File: config.mk
export PLATFORM = sky130hd
export DESIGN_NAME = fetch_sequencer_flat
export DESIGN_NICKNAME = d
export VERILOG_FILES = /design/src/rtl/fetch_sequencer_if.sv /design/src/rtl/fetch_sequencer.sv /design/src/flat_wrapper.sv
export SDC_FILE = /design/constraint.sdc
export NUM_CORES = 1
export LEC_CHECK = 0
export CAP_MARGIN = 20
export CORE_ASPECT_RATIO = 2
export CORE_MARGIN = 2
export CORE_UTILIZATION = 50
export DETAILED_ROUTE_END_ITERATION = 16
export DONT_BUFFER_PORTS = 1
export PLACE_DENSITY = 0.73
export SKIP_LAST_GASP = 1
export SLEW_MARGIN = 20
export SYNTH_ARGS = -nofsm -noshare
export SYNTH_HDL_FRONTEND = slang
export SYNTH_SLANG_ARGS = --single-unit
export TNS_END_PERCENT = 20
File: constraint.sdc
create_clock -name clk -period 4.4 [get_ports clk]
set_clock_uncertainty 0.1 [all_clocks]
set_input_delay 0.88 -clock clk [delete_from_list [all_inputs] [get_ports clk]]
set_output_delay 0.88 -clock clk [all_outputs]
set_load 0.02 [all_outputs]
File: src/rtl/fetch_sequencer_if.sv
// Instruction-memory request/acknowledge bus between the fetch sequencer and imem.
interface fetch_sequencer_if #(
    parameter int ADDR_W = 32
);
    logic              imem_req;
    logic [ADDR_W-1:0] imem_addr;
    logic              imem_ack;
    logic [31:0]       imem_rdata;

    modport master (output imem_req, output imem_addr, input  imem_ack, input  imem_rdata);
    modport slave  (input  imem_req, input  imem_addr, output imem_ack, output imem_rdata);
endinterface

File: src/rtl/fetch_sequencer.sv
// Multicycle fetch / next-PC sequencer: REQ -> ISSUE -> RESOLVE, one instruction in flight.
module fetch_sequencer #(
    parameter int              ADDR_W   = 32,
    parameter logic [ADDR_W-1:0] RESET_PC = '0
) (
    input  logic                clk,
    input  logic                reset,
    fetch_sequencer_if.master   imem,
    input  logic                stall,
    input  logic                branch,
    input  logic                jump,
    input  logic                alu_zero,
    output logic [31:0]         instr,
    output logic [5:0]          opcode,
    output logic                instr_valid,
    output logic [ADDR_W-1:0]   pc,
    output logic [ADDR_W-1:0]   pc_plus4
);

    typedef enum logic [1:0] {S_REQ, S_ISSUE, S_RESOLVE} state_e;

    state_e              state_q;
    logic [ADDR_W-1:0]   pc_q;
    logic [ADDR_W-1:0]   pc_d;
    logic [ADDR_W-1:0]   br_off;
    logic [31:0]         instr_q;
    logic                req_q;
    logic                valid_q;

    assign pc_plus4 = pc_q + ADDR_W'(4);
    assign br_off   = {{(ADDR_W-18){instr_q[15]}}, instr_q[15:0], 2'b00};

    // Jump target keeps the upper bits of pc+4 above the 28-bit region; needs ADDR_W > 28.
    always_comb begin
        pc_d = pc_plus4;
        if (jump)
            pc_d = {pc_plus4[ADDR_W-1:28], instr_q[25:0], 2'b00};
        else if (branch && alu_zero)
            pc_d = pc_plus4 + br_off;
    end

    always_ff @(posedge clk) begin
        if (reset) begin
            state_q <= S_REQ;
            pc_q    <= RESET_PC;
            instr_q <= '0;
            req_q   <= 1'b1;
            valid_q <= 1'b0;
        end else begin
            unique case (state_q)
                S_REQ: begin
                    if (imem.imem_ack) begin
                        instr_q <= imem.imem_rdata;
                        req_q   <= 1'b0;
                        valid_q <= 1'b1;
                        state_q <= S_ISSUE;
                    end
                end
                S_ISSUE: begin
                    if (!stall) begin
                        valid_q <= 1'b0;
                        state_q <= S_RESOLVE;
                    end
                end
                S_RESOLVE: begin
                    pc_q    <= pc_d;
                    req_q   <= 1'b1;
                    state_q <= S_REQ;
                end
                default: begin
                    req_q   <= 1'b1;
                    valid_q <= 1'b0;
                    state_q <= S_REQ;
                end
            endcase
        end
    end

    // Gated by reset so a request in flight drops in the very cycle reset is asserted.
    assign imem.imem_req  = req_q & ~reset;
    assign imem.imem_addr = pc_q;
    assign instr          = instr_q;
    assign opcode         = instr_q[31:26];
    assign instr_valid    = valid_q & ~reset;
    assign pc             = pc_q;

endmodule

File: src/flat_wrapper.sv
// flat-port wrapper written by rule: the top's interface ports become plain ports
module fetch_sequencer_flat 
#(
    parameter int              ADDR_W   = 32,
    parameter logic [ADDR_W-1:0] RESET_PC = '0
)
  (clk, reset, stall, branch, jump, alu_zero, instr, opcode, instr_valid, pc, pc_plus4, imem_imem_req, imem_imem_addr, imem_imem_ack, imem_imem_rdata);
  fetch_sequencer_if #(.ADDR_W(ADDR_W)) imem_i ();
  input  logic clk;
  input  logic reset;
  input  logic stall;
  input  logic branch;
  input  logic jump;
  input  logic alu_zero;
  output logic [31:0] instr;
  output logic [5:0] opcode;
  output logic instr_valid;
  output logic [ADDR_W-1:0] pc;
  output logic [ADDR_W-1:0] pc_plus4;
  output wire logic [$bits(imem_i.imem_req)-1:0] imem_imem_req;
  output wire logic [$bits(imem_i.imem_addr)-1:0] imem_imem_addr;
  input wire logic [$bits(imem_i.imem_ack)-1:0] imem_imem_ack;
  input wire logic [$bits(imem_i.imem_rdata)-1:0] imem_imem_rdata;
  assign imem_imem_req = imem_i.imem_req;
  assign imem_imem_addr = imem_i.imem_addr;
  assign imem_i.imem_ack = imem_imem_ack;
  assign imem_i.imem_rdata = imem_imem_rdata;
  fetch_sequencer #(.ADDR_W(ADDR_W), .RESET_PC(RESET_PC)) u_core (.clk(clk), .reset(reset), .imem(imem_i), .stall(stall), .branch(branch), .jump(jump), .alu_zero(alu_zero), .instr(instr), .opcode(opcode), .instr_valid(instr_valid), .pc(pc), .pc_plus4(pc_plus4));
endmodule
======== Word level (Yosys, flattened, before mapping) ========
Index checks and enable logic that the tools add are counted.
W data, S select, Z words.
cells by class
  $add $sub $neg .......................... 2
  eq/ne operators ......................... 4
  multiplexer cells ....................... 10
  bitwise operators ....................... 5
  reductions and logical operators ........ 6
operators with widths
  kind                     number
  $mux W32                 2
  $add A32 B3 Y32 const B  1
  $add A32 B32 Y32         1
  $reduce_and A2 Y1        3
  $mux W2                  2
  $ne A2 B2 Y1 const B     2
  $pmux W2 S2              1
  $mux W1                  3
  $not A1 Y1               3
  $pmux W1 S3              1
  $reduce_and A3 Y1        1
  $and A1 B1 Y1            2
  $eq A2 B1 Y1 const B     1
  $eq A2 B2 Y1 const B     1
  $logic_not A2 Y1         1
  $pmux W1 S2              1
  $logic_and A1 B1 Y1      1
word-level totals
  bits in registers ....................... 68
  input bits .............................. 39
  output and inout bits ................... 136
  logic and storage cells ................. 32

======== Longest topological paths before layout ========
Gate-level depths: netlist of run 1.
  word-level depth ........................ 4
  gate-level depth with buffers ........... 14
  depth with buffers taken out ............ 14

======== Worst setup path before layout of run 1 ========
No wires, ideal clock.
  kind .................................... register to register
  start ................................... reg u_core.pc_q[2] (netlist: u_core.imem.imem_addr[2])
  end ..................................... reg u_core.pc_q[28] (netlist: u_core.imem.imem_addr[28])
  setup time .............................. 0.130 ns
  data arrival time ....................... 3.633 ns
  data required time ...................... 4.170 ns
  slack ................................... 0.537 ns
  stages on the path, launching flop included .. 15
  path buffers ............................ 0
  clock period less this slack ............ 3.863 ns
  path through ............................ dfxtp_1 ha_1 and4_1 nand3_1 nor2_1 nand2_1 xnor2_1 ha_1 and4_1 nor3b_1 a22oi_1 a31oi_1 a2111oi_2 xor2_1 o22ai_1
on the way
  longest elaborated chain between the ends .. 4
ends and longest elaborated chain
  element                 line                   text
  from (decl)             fetch_sequencer.sv:23  logic [ADDR_W-1:0] pc_q;
  from (signal assigned)  fetch_sequencer.sv:66  pc_q <= pc_d;
  $add A32 B3 Y32         fetch_sequencer.sv:30  assign pc_plus4 = pc_q + ADDR_W'(4);
  net pc_plus4[18]        flat_wrapper.sv:19     output logic [ADDR_W-1:0] pc_plus4;
  $add A32 B32 Y32        fetch_sequencer.sv:39  pc_d = pc_plus4 + br_off;
  $mux W32                fetch_sequencer.sv:38  else if (branch && alu_zero)
  $mux W32                fetch_sequencer.sv:36  if (jump)
The timed path passes the listed nets, and every way through them passes these cells.
A chain may end at the register's enable or synchronous reset.

======== Worst setup path after layout of run 1 ========
  start ................................... reg u_core.pc_q[2] (netlist: u_core.imem.imem_addr[2])
  end ..................................... reg u_core.pc_q[27] (netlist: u_core.imem.imem_addr[27])
on the way
  longest elaborated chain between the ends .. 4
ends and longest elaborated chain
  element            line
  $add A32 B3 Y32 *  fetch_sequencer.sv:30
  $add A32 B32 Y32   fetch_sequencer.sv:39
  $mux W32 *         fetch_sequencer.sv:38
  $mux W32 *         fetch_sequencer.sv:36
Every way passes the cells marked *; elsewhere a longest branch is shown, timed or not.

==> results of run 1 <==
-- layer usage --
| layer | vias up | share of wire | global-route usage |
|---|---|---|---|
| met5 | - | 0 | 0 |
| met4 | 0 | 0.086 | 0.271 |
| met3 | 97 | 0.060 | 0.0699 |
| met2 | 293 | 0.52 | 0.604 |
| met1 | 2648 | 0.33 | 0.313 |
| li1 | 2611 | - | - |
-- stage by stage --
step	area [µm²]	hold WS, ns	total power [µW]	util
final	5990	0.389	1660	0.568
after CTS	5990	0.394	1660	0.568
after detailed placement	5690	0.378	924	0.539
after global placement	5690	0.353	919	0.539
after global routing	5990	0.409	1710	0.568
after floorplan	5460	0.362	870	-
-- path summary, 6_finish.rpt --
kind	endpoint	slack [ns]	cells past startpoint
setup / recovery	u_core.imem.imem_addr[27]	0.36	14
hold / removal	u_core.imem.imem_addr[16]	0.39	2
setup reg to reg	u_core.imem.imem_addr[27]	0.36	14
hold reg to reg	u_core.imem.imem_addr[16]	0.39	2
-- kinds of logic after synthesis --
logic type,after synthesis,share of synthesized area
simple gates,264,0.235
compound gates,224,0.262
buf+inv,81,0.0851
flops,66,0.243
xor+xnor,48,0.0787
fa+ha+maj,37,0.0865
mux,5,0.00943
other cells,1,0.000689
-- worst register-to-register path, delay by kind of cell (launching register included) --
family | cells | cell delay, ns
compound gates | 5 | 1.22
xor+xnor | 1 | 0.16
fa+ha+maj | 2 | 0.67
flops | 1 | 0.34
simple gates | 6 | 1.45
-- flip-flops by register name, indices dropped and copies added (netlist names) --
name                   count
u_core.state_q             2
u_core.instr              32
u_core.valid_q             1
u_core.req_q               1
u_core.imem.imem_addr     30
-- synthesized netlist by cell type (2+ instances only) --
master	instances	share of area
sky130_fd_sc_hd__o2111ai_1	2	0.0032
sky130_fd_sc_hd__o21ai_1	2	0.0018
sky130_fd_sc_hd__a41o_1	2	0.0037
sky130_fd_sc_hd__nor3_2	2	0.0037
sky130_fd_sc_hd__inv_1	7	0.0048
sky130_fd_sc_hd__o21bai_1	9	0.012
sky130_fd_sc_hd__and4_1	9	0.014
sky130_fd_sc_hd__a211oi_1	6	0.0083
sky130_fd_sc_hd__o221ai_1	10	0.016
sky130_fd_sc_hd__nand4_1	13	0.015
sky130_fd_sc_hd__a22oi_1	7	0.0097
sky130_fd_sc_hd__nand2_1	126	0.087
sky130_fd_sc_hd__and3_1	9	0.010
sky130_fd_sc_hd__o22ai_1	4	0.0046
sky130_fd_sc_hd__o211ai_1	3	0.0041
sky130_fd_sc_hd__nor4b_1	2	0.0032
sky130_fd_sc_hd__ha_1	36	0.083
sky130_fd_sc_hd__or3_1	6	0.0069
sky130_fd_sc_hd__clkbuf_1	30	0.021
sky130_fd_sc_hd__mux2i_1	4	0.0074
sky130_fd_sc_hd__nor2b_1	8	0.0092
sky130_fd_sc_hd__nor2_1	44	0.030
sky130_fd_sc_hd__dfxtp_1	66	0.24
sky130_fd_sc_hd__a311oi_1	3	0.0048
sky130_fd_sc_hd__a31o_2	2	0.0032
sky130_fd_sc_hd__a21boi_0	2	0.0028
sky130_fd_sc_hd__nand3b_1	2	0.0028
sky130_fd_sc_hd__a31oi_1	9	0.010
sky130_fd_sc_hd__xnor2_1	30	0.048
sky130_fd_sc_hd__a221oi_1	3	0.0048
sky130_fd_sc_hd__nor3b_1	5	0.0069
sky130_fd_sc_hd__o21a_1	5	0.0069
sky130_fd_sc_hd__nand3_1	18	0.017
sky130_fd_sc_hd__a22o_1	3	0.0048
sky130_fd_sc_hd__nand2b_1	4	0.0046
sky130_fd_sc_hd__nor3_1	7	0.0064
sky130_fd_sc_hd__o31ai_1	4	0.0055
sky130_fd_sc_hd__o32ai_1	2	0.0032
sky130_fd_sc_hd__o21ai_0	38	0.035
sky130_fd_sc_hd__xor2_1	17	0.027
sky130_fd_sc_hd__buf_4	42	0.058
sky130_fd_sc_hd__a21o_1	14	0.019
sky130_fd_sc_hd__a21oi_1	83	0.076
sky130_fd_sc_hd__and2_1	3	0.0035
-- layout make-up --
class | count | area [µm²]
fill | 1023 | 4550
multi-input combinational | 584 | 3680
sequential | 66 | 1320
timing repair buffer | 65 | 488
clock buffer | 9 | 225
tap | 137 | 171
clock inverter | 7 | 77.6
inverter | 8 | 30.0
-- power by group --
part	internal, µW	switching [µW]	total, µW
Sequential	623	58.1	681
Combinational	78.9	154	233
Clock	444	307	750
==> results by group, run 1 <==
Global route
  • Antenna violations before repair: 0
  • Residual overflow from global routing: 0
  • Total Routing Usage GR: 0.332
  • Pin count of the biggest net entering global routing: between 60 and 70
  • Via count of the first global-routing pass: 5635
  • First-pass GRT wire length: 30100 µm

Clocking
  • Clock tree from TritonCTS: built
  • Total of cells resized after clock tree synthesis: 0
  • Clock Sink Count: between 60 and 70
  • Count of hold-fix buffers inserted at cts: 0
  • H-tree depth reported by CTS: 3
  • Clock transition at the registers of the reported paths: approximately 0.06 ns
  • Clock buffers created by TritonCTS: 9
  • Skew-Pair Late Insertion Delay: 0.34 ns
  • Number of buffers between clock root and the deepest sink: 2
  • CTS root buf: sky130_fd_sc_hd__clkbuf_16
  • Post-CTS repair timing setup buffer count: 0

STA
  • Final hold viol count: 0
  • Fmax: between 200 and 250 MHz
  • RSZ-0062 raised after global routing: false
  • Final setup slack of the worst path: 0.361 ns
  • Slew Limit Fails: 0
  • Setup_tns: 0 ns
  • Final period util: 0.918
  • Final count of negative-setup-slack endpoints: 0
  • Relative slew margins: 0.346
  • Post-layout minimum cycle time: 4.04 ns
  • Transition at the pin with the smallest max-transition slack: between 0.9 and 1 ns

Yosys
  • Synthesized netlist cell count: 726
  • #FFs+latches synth: 66
  • YS warnings: 0
  • Area of the mapped netlist: 5440 µm²
  • Number of enable flip-flop cells after synthesis: 0
  • Sequential area share after synthesis: 0.243
  • Prevailing post-synth register cell: sky130_fd_sc_hd__dfxtp_1
  • Mean area per synthesized cell: 7.49 µm²
  • Fraction of registers with async set/reset: 0
  • Number of library cell types mapped by synthesis: 67

Worst hold path
  • Critical hold path startpoint: u_core.imem.imem_addr[16]
  • Path type of the worst min-delay path: reg2reg

Placement
  • Pre-CTS setup slack: 0.451 ns
  • Placed cells: 860
  • Number of input and output port buffers inserted: 0
  • GPL Wtd Cong: 0.956
  • Total half-perimeter wirelength after legalization and detailed placement: 15400 µm

Setup path
  • Arrival time of the worst setup path: 4.17 ns
  • Highest fanout seen on the critical path: 7
  • Category of the worst setup path capture point: register
  • Startpoint types: register
  • Maximum cell stage delay along the critical path: between 0.4 and 0.5 ns
  • Launching element of the worst setup path: u_core.imem.imem_addr[2]
  • CP max stage cell: sky130_fd_sc_hd__a31oi_1
  • Family of cells with the greatest summed delay on the critical path: simple AND/OR/NAND/NOR gates
  • Required time of the critical path: 4.54 ns
  • Kind of critical path: reg2reg
  • Critical R2R Launch: u_core.imem.imem_addr[2]
  • Count of buffering cells on the critical path with inverters included: 0
  • Critical Path, Cell by Cell: ha_1, and4_1, nand3_1, nor2_1, nand2_1, xnor2_1, ha_1, and4_1, nor3b_1, o211ai_1, a31oi_1, o21bai_1, a21o_1, a41o_1

Route
  • Routed vias: between 5000 and 6000
  • First drt pass iteration count: 7
  • Iteration-0 DRC Markers: 418
  • Wirelength, routed: 19900 µm
  • Post-route antenna net violation count: 0
  • Routed wire length per instance: between 20 and 25 µm
  • Drt drc: 0
  • Routed vias/inst: 6.45

Run status
  • Outcome: finished clean

Cells and area
  • Final net count: 810
  • Area delta synth->final: 10.1%
  • Most common cell after layout, fill and taps aside: sky130_fd_sc_hd__nand2_1
  • Most frequent cells in the layout: sky130_fd_sc_hd__nand2_1, sky130_fd_sc_hd__a21oi_1, sky130_fd_sc_hd__dfxtp_1
  • ANT cells: 0
  • Fraction of layout instances using a drive strength above 1: 0.127
  • Final Instance Count excl. Fillers: 876

Power and ir drop
  • Maximum vdd drop: 252 µV
  • Leakage power summed over all cells: 0.00255 µW
  • Cell area power density: ~280 nW/µm²

Floorplanning
  • Placeable core area: 10500 µm²
  • Vertical die dimension: 152 µm
  • Top-level I/O count: 175
  • Total die area: around 12000 µm²
  • Initial Utilization: 0.516
  • Die width: 77.8 µm
  • Row cnt: 53

Flow run
  • Max Cap Viol: 0
Power figures use the tool's default switching activity.
==> run 2: changes to the inputs <==
--- a/config.mk
+++ b/config.mk
@@ -6,12 +6,15 @@
 export NUM_CORES = 1
 export LEC_CHECK = 0
 export CAP_MARGIN = 20
+export CELL_PAD_IN_SITES_DETAIL_PLACEMENT = 1
+export CELL_PAD_IN_SITES_GLOBAL_PLACEMENT = 1
 export CORE_ASPECT_RATIO = 2
 export CORE_MARGIN = 2
-export CORE_UTILIZATION = 50
+export CORE_UTILIZATION = 23
 export DETAILED_ROUTE_END_ITERATION = 16
 export DONT_BUFFER_PORTS = 1
-export PLACE_DENSITY = 0.73
+export HOLD_SLACK_MARGIN = 0.03
+export PLACE_DENSITY = 0.54
 export SKIP_LAST_GASP = 1
 export SLEW_MARGIN = 20
 export SYNTH_ARGS = -nofsm -noshare
==> results by group, run 2 (same netlist as run 1, synthesis figures left out) <==
Setup path
  • CP max stage cell: sky130_fd_sc_hd__a2111oi_2
  • Number of cells on the worst reg-to-reg path: 14 (unchanged)
  • Maximum cell stage delay along the critical path: 0.47 ns (about the same)
  • Endpoint of the worst setup timing path: u_core.imem.imem_addr[28]
  • Launching element of the worst setup path: u_core.imem.imem_addr[4]
  • Arrival time of the worst setup path: 4.16 ns (about the same)
  • Critical Path, Cell by Cell: and3_1, nand3_2, nor2_1, nand3_1, xnor2_1, buf_4, ha_1, and4_1, nor3b_1, a22oi_1, a31oi_1, a2111oi_2, xor2_1, o22ai_1
  • Required time of the critical path: 4.51 ns (-0.03 ns)
  • Count of buffering cells on the critical path with inverters included: 1 (+1)
  • R2R setup slack: 0.35 ns (about the same)
  • WP depth: 14 (unchanged)
  • Startpoint types: register
  • Category of the worst setup path capture point: register
  • Highest fanout seen on the critical path: 9 (+2)
  • Kind of critical path: reg2reg
  • Critical R2R Launch: u_core.imem.imem_addr[4]
  • Family of cells with the greatest summed delay on the critical path: simple AND/OR/NAND/NOR gates
  • Capturing point of the worst reg2reg path: u_core.imem.imem_addr[28]

Global route
  • Residual overflow from global routing: 0 (unchanged)
  • Total Routing Usage GR: 0.196 (-0.136)
  • First-pass GRT wire length: 36900 µm (+22%)
  • Pin count of the biggest net entering global routing: 61 (unchanged)
  • Antenna violations before repair: 1 (+1)
  • Via count of the first global-routing pass: 5913 (+4.9%)

Power and ir drop
  • Cell area power density: 279 nW/µm² (+0.42%)
  • Leakage power summed over all cells: 0.00257 µW (+0.83%)
  • Maximum vdd drop: 183 µV (-27%)

Route
  • Drt drc: 0 (unchanged)
  • Post-route antenna net violation count: 0 (unchanged)
  • Routed vias: 5581 (-1.2%)
  • First drt pass iteration count: 4 (-3)
  • Iteration-0 DRC Markers: 174 (-58%)
  • Routed wire length per instance: 23.9 µm (+5.2%)
  • Routed vias/inst: 5.45 (-15%)
  • Wirelength, routed: 24500 µm (+23%)

Placement
  • Pre-CTS setup slack: 0.339 ns (-0.112 ns)
  • Number of input and output port buffers inserted: 0 (unchanged)
  • GPL Wtd Cong: 0.860 (-10%)
  • Total half-perimeter wirelength after legalization and detailed placement: 19400 µm (+26%)
  • Placed cells: 1008 (+17%)

STA
  • Relative slew margins: 0.387 (+0.0410)
  • Slew Limit Fails: 0 (unchanged)
  • Transition at the pin with the smallest max-transition slack: 0.917 ns (-0.0598 ns)
  • Fmax: 247 MHz (-0.18%)
  • RSZ-0062 raised after global routing: false
  • Final period util: 0.920 (+0.00168)
  • Final setup slack of the worst path: 0.353 ns (-0.00741 ns)
  • Post-layout minimum cycle time: 4.05 ns (+0.00741 ns)
  • Hold_ws: 0.398 ns (+0.00908 ns)
  • Final hold viol count: 0 (unchanged)
  • Setup_tns: 0 ns (unchanged)
  • Final count of negative-setup-slack endpoints: 0 (unchanged)

Cells and area
  • Final net count: 812 (+0.25%)
  • Max reg flops: 32 (unchanged)
  • ANT cells: 0 (unchanged)
  • Fraction of layout instances using a drive strength above 1: 0.130 (+0.00236)
  • Area delta synth->final: 14.1%
  • Most common cell after layout, fill and taps aside: sky130_fd_sc_hd__nand2_1
  • Final Instance Count excl. Fillers: 1024 (+17%)
  • Number of filler instances in the final layout: 2781 (+170%)
  • Most frequent cells in the layout: sky130_fd_sc_hd__nand2_1, sky130_fd_sc_hd__a21oi_1, sky130_fd_sc_hd__buf_4

Floorplanning
  • Vertical die dimension: 222 µm (+46%)
  • Placeable core area: 23200 µm² (+120%)
  • Row cnt: 79 (+49%)
  • Top-level I/O count: 175 (unchanged)
  • Total die area: 25000 µm² (+110%)
  • Die width: 113 µm (+45%)
  • Initial Utilization: 0.234 (-0.282)

Run status
  • Outcome: finished clean

Clocking
  • Clock buffers created by TritonCTS: 9 (unchanged)
  • Clock Sink Count: 66 (unchanged)
  • Total of cells resized after clock tree synthesis: 0 (unchanged)
  • Clock tree from TritonCTS: built
  • Skew-Pair Late Insertion Delay: 0.36 ns (+0.02 ns)
  • Post-CTS repair timing setup buffer count: 0 (unchanged)
  • H-tree depth reported by CTS: 3 (unchanged)
  • Count of hold-fix buffers inserted at cts: 0 (unchanged)
  • Clock transition at the registers of the reported paths: 0.06 ns (about the same)
  • Number of buffers between clock root and the deepest sink: 2 (unchanged)
  • CTS root buf: sky130_fd_sc_hd__clkbuf_16

Flow run
  • Max Cap Viol: 0 (unchanged)

Worst hold path
  • Path type of the worst min-delay path: reg2reg
==> run 2: per-stage QoR <==
| step | util | total power (µW) | area (µm²) |
|---|---|---|---|
| CTS | 0.267 | 1770 | 6210 |
| global route | 0.267 | 1800 | 6210 |
| global placement | 0.254 | 940 | 5890 |
| floorplan | - | 870 | 5460 |
| detailed placement | 0.254 | 942 | 5890 |
| finish | 0.267 | 1730 | 6210 |
==> run 2: worst min path at each step <==
stage                        start        endpoint  slack, ns  cells after the start
global placement      u_core.req_q    u_core.req_q       0.37                      2
detailed placement    u_core.req_q    u_core.req_q       0.39                      2
CTS                 u_core.valid_q  u_core.valid_q       0.40                      2
floorplan             u_core.req_q    u_core.req_q       0.36                      2
global route        u_core.valid_q  u_core.valid_q       0.42                      2
finish                u_core.req_q    u_core.req_q       0.40                      2
==> run 2: area by class of cell <==
class                   count  area (µm²)  share of cell area
flip-flops and latches     66        1320               0.213
repair buffers             67         503              0.0810
multi-input cells         584        3680               0.593
well taps                 283         354              0.0570
inverters                   8        30.0             0.00484
clock inverters             7        93.8              0.0151
clock buffers               9         225              0.0363
==> run 2: power breakdown <==
part	leakage, µW	switching (µW)	internal [µW]
clock network	0.000151	312	495
logic	0.00188	167	78.6
registers	0.000538	56.9	623
total	0.00257	536	1200
==> run 2: worst min-delay path: cells and delay by family, from the launching register on <==
kind               cells  cell delay [ns]
AOI/OAI and AO/OA      1             0.10
DFF                    1             0.32
and+or+nand+nor        1             0.04
==> run 2: metal layers <==
layer	track usage	vias to the layer above	routed length, µm	share of wire
met5	0	-	15	0.00061
met4	0.103	2	1210	0.050
met3	0.0522	55	1290	0.053
met2	0.386	156	13900	0.57
met1	0.175	2768	8020	0.33
li1	-	2600	-	-
==> run 3: changes to the inputs <==
--- a/config.mk
+++ b/config.mk
@@ -10,11 +10,12 @@
 export CELL_PAD_IN_SITES_GLOBAL_PLACEMENT = 1
 export CORE_ASPECT_RATIO = 2
 export CORE_MARGIN = 2
-export CORE_UTILIZATION = 23
+export CORE_UTILIZATION = 41
+export CTS_CLUSTER_DIAMETER = 50
 export DETAILED_ROUTE_END_ITERATION = 16
 export DONT_BUFFER_PORTS = 1
 export HOLD_SLACK_MARGIN = 0.03
-export PLACE_DENSITY = 0.54
+export PLACE_DENSITY = 0.82
 export SKIP_LAST_GASP = 1
 export SLEW_MARGIN = 20
 export SYNTH_ARGS = -nofsm -noshare
==> results by group, run 3 (same netlist as run 1, synthesis figures left out) <==
Route
  • Routed wire length per instance: 24.9 µm (+4.1%)
  • Wirelength, routed: 22200 µm (-9.4%)
  • Iteration-0 DRC Markers: 221 (+27%)
  • Post-route antenna net violation count: 0 (unchanged)
  • First drt pass iteration count: 4 (unchanged)
  • Routed vias: 5802 (+4.0%)
  • Drt drc: 0 (unchanged)
  • Routed vias/inst: 6.51 (+19%)

Setup path
  • Kind of critical path: reg2reg
  • Capturing point of the worst reg2reg path: u_core.imem.imem_addr[27]
  • Startpoint types: register
  • Required time of the critical path: 4.52 ns (about the same)
  • Highest fanout seen on the critical path: 7 (-2)
  • Critical R2R Launch: u_core.imem.imem_addr[2]
  • Number of cells on the worst reg-to-reg path: 14 (unchanged)
  • CP max stage cell: sky130_fd_sc_hd__ha_1
  • R2R setup slack: 0.20 ns (-0.15 ns)
  • Maximum cell stage delay along the critical path: 0.43 ns (-0.04 ns)
  • Category of the worst setup path capture point: register
  • Arrival time of the worst setup path: 4.31 ns (+0.15 ns)
  • Critical Path, Cell by Cell: ha_1, and4_1, nand3_1, nor2_1, nand2_1, xnor2_1, ha_1, and4_1, nor3b_1, a22oi_1, a31oi_1, o21bai_1, a21o_1, a41o_1

Flow run
  • Max Cap Viol: 0 (unchanged)

Clocking
  • Clock transition at the registers of the reported paths: 0.06 ns (about the same)
  • Number of buffers between clock root and the deepest sink: 2 (unchanged)
  • Clock buffers created by TritonCTS: 9 (unchanged)
  • H-tree depth reported by CTS: 3 (unchanged)
  • Total of cells resized after clock tree synthesis: 0 (unchanged)
  • Skew-Pair Late Insertion Delay: 0.34 ns (-0.02 ns)
  • Post-CTS repair timing setup buffer count: 0 (unchanged)
  • Clock Sink Count: 66 (unchanged)
  • Count of hold-fix buffers inserted at cts: 0 (unchanged)
  • CTS root buf: sky130_fd_sc_hd__clkbuf_16
  • Clock tree from TritonCTS: built

Cells and area
  • Final net count: 810 (-0.25%)
  • Multi-input gate area in the final layout: 3680 µm² (-0.14%)
  • ANT cells: 0 (unchanged)
  • Max reg flops: 32 (unchanged)
  • Fraction of layout instances using a drive strength above 1: 0.127 (-0.00236)
  • Reg area: 1320 µm² (unchanged)
  • Final Instance Count excl. Fillers: 891 (-13%)
  • Most frequent cells in the layout: sky130_fd_sc_hd__nand2_1, sky130_fd_sc_hd__a21oi_1, sky130_fd_sc_hd__dfxtp_1
  • Number of filler instances in the final layout: 1634 (-41%)
  • Most common cell after layout, fill and taps aside: sky130_fd_sc_hd__nand2_1
  • Area delta synth->final: 11.3%

Run status
  • Outcome: finished clean

Global route
  • Total Routing Usage GR: 0.305 (+0.109)
  • Antenna violations before repair: 0 (-1)
  • Pin count of the biggest net entering global routing: 61 (unchanged)
  • Residual overflow from global routing: 0 (unchanged)
  • Via count of the first global-routing pass: 6162 (+4.2%)
  • First-pass GRT wire length: 33500 µm (-9.0%)

STA
  • Relative slew margins: 0.329 (-0.0589)
  • Fmax: 238 MHz (-3.6%)
  • Transition at the pin with the smallest max-transition slack: 1.01 ns (+0.0882 ns)
  • Slew Limit Fails: 0 (unchanged)
  • Final count of negative-setup-slack endpoints: 0 (unchanged)
  • Final hold viol count: 0 (unchanged)
  • Setup_tns: 0 ns (unchanged)
  • RSZ-0062 raised after global routing: false
  • Post-layout minimum cycle time: 4.20 ns (+0.149 ns)
  • Final period util: 0.954 (+0.0340)

Floorplanning
  • Vertical die dimension: 167 µm (-25%)
  • Initial Utilization: 0.419 (+0.185)
  • Row cnt: 59 (-25%)
  • Placeable core area: 13000 µm² (-44%)
  • Top-level I/O count: 175 (unchanged)
  • Total die area: 14300 µm² (-43%)
  • Die width: 85.5 µm (-24%)

Worst hold path
  • Worst min-delay path endpoint: u_core.imem.imem_addr[16]
  • Critical hold path startpoint: u_core.imem.imem_addr[16]
  • Path type of the worst min-delay path: reg2reg
  • Worst Hold Depth: 2 (unchanged)

Power and ir drop
  • Maximum vdd drop: 229 µV (+25%)
  • Cell area power density: 296 nW/µm² (+6.1%)
  • Leakage power summed over all cells: 0.00257 µW (+0.12%)

Placement
  • Total half-perimeter wirelength after legalization and detailed placement: 17000 µm (-12%)
  • Number of input and output port buffers inserted: 0 (unchanged)
  • Placed cells: 875 (-13%)
  • GPL Wtd Cong: 0.980 (+14%)
[run 3: cell types whose count changed in the layout (fill, tap and decap cells not counted), sizes merged]
| cell | before | now |
|---|---|---|
| bufinv | 2 | 3 |
| inv | 7 | 8 |
| clkinvlp | 2 | 0 |
| buf | 67 | 65 |
[run 3: worst max-delay path by stage]
stage,startpoint,endpoint,cells after the start
floorplan,u_core.imem.imem_addr[2],u_core.imem.imem_addr[28],14
global placement,u_core.imem.imem_addr[2],u_core.imem.imem_addr[27],14
detailed placement,u_core.imem.imem_addr[2],u_core.imem.imem_addr[27],14
CTS,u_core.imem.imem_addr[2],u_core.imem.imem_addr[27],14
global route,u_core.imem.imem_addr[2],u_core.imem.imem_addr[27],14
finish,u_core.imem.imem_addr[2],u_core.imem.imem_addr[27],14
[run 3: per-layer routing]
metal  wire length [µm]  vias to the layer above  global-route usage
li1                   -                     2599                   -
met1               7390                     2858               0.284
met2              11900                      252               0.563
met3               1380                       93              0.0704
met4               1460                        0               0.210
met5                  0                        -                   0
[run 3: critical path: cells and delay by family, from the launching register on]
family          cells  cell delay (ns)
xor+xnor            1             0.17
compound gates      5             1.22
simple gates        6             1.54
flops               1             0.35
fa+ha+maj           2             0.69
[run 3: power breakdown]
| group | total [µW] | switching (µW) | internal [µW] |
|---|---|---|---|
| clock | 871 | 312 | 559 |
| combinational | 242 | 164 | 78.4 |
| sequential | 680 | 57.6 | 623 |
[run 3: cell type report]
class,count,share of cell area
Sequential cell,66,0.218
Inverter,8,0.00496
Multi-Input combinational cell,584,0.607
Clock inverter,7,0.0207
Timing Repair Buffer,65,0.0806
Clock buffer,9,0.0372
Tap cell,152,0.0314
[run 3: stage by stage]
step | util | hold WS [ns] | instance area (µm²) | setup slack [ns] | power (µW)
2_1_floorplan | - | 0.362 | 5460 | 0.537 | 870
3_5_place_dp | 0.439 | 0.385 | 5710 | 0.343 | 932
3_3_place_gp | 0.439 | 0.373 | 5710 | 0.591 | 920
4_1_cts | 0.466 | 0.407 | 6060 | 0.279 | 1800
6_report | 0.466 | 0.405 | 6060 | 0.204 | 1790
5_1_grt | 0.466 | 0.437 | 6060 | 0.0597 | 1850
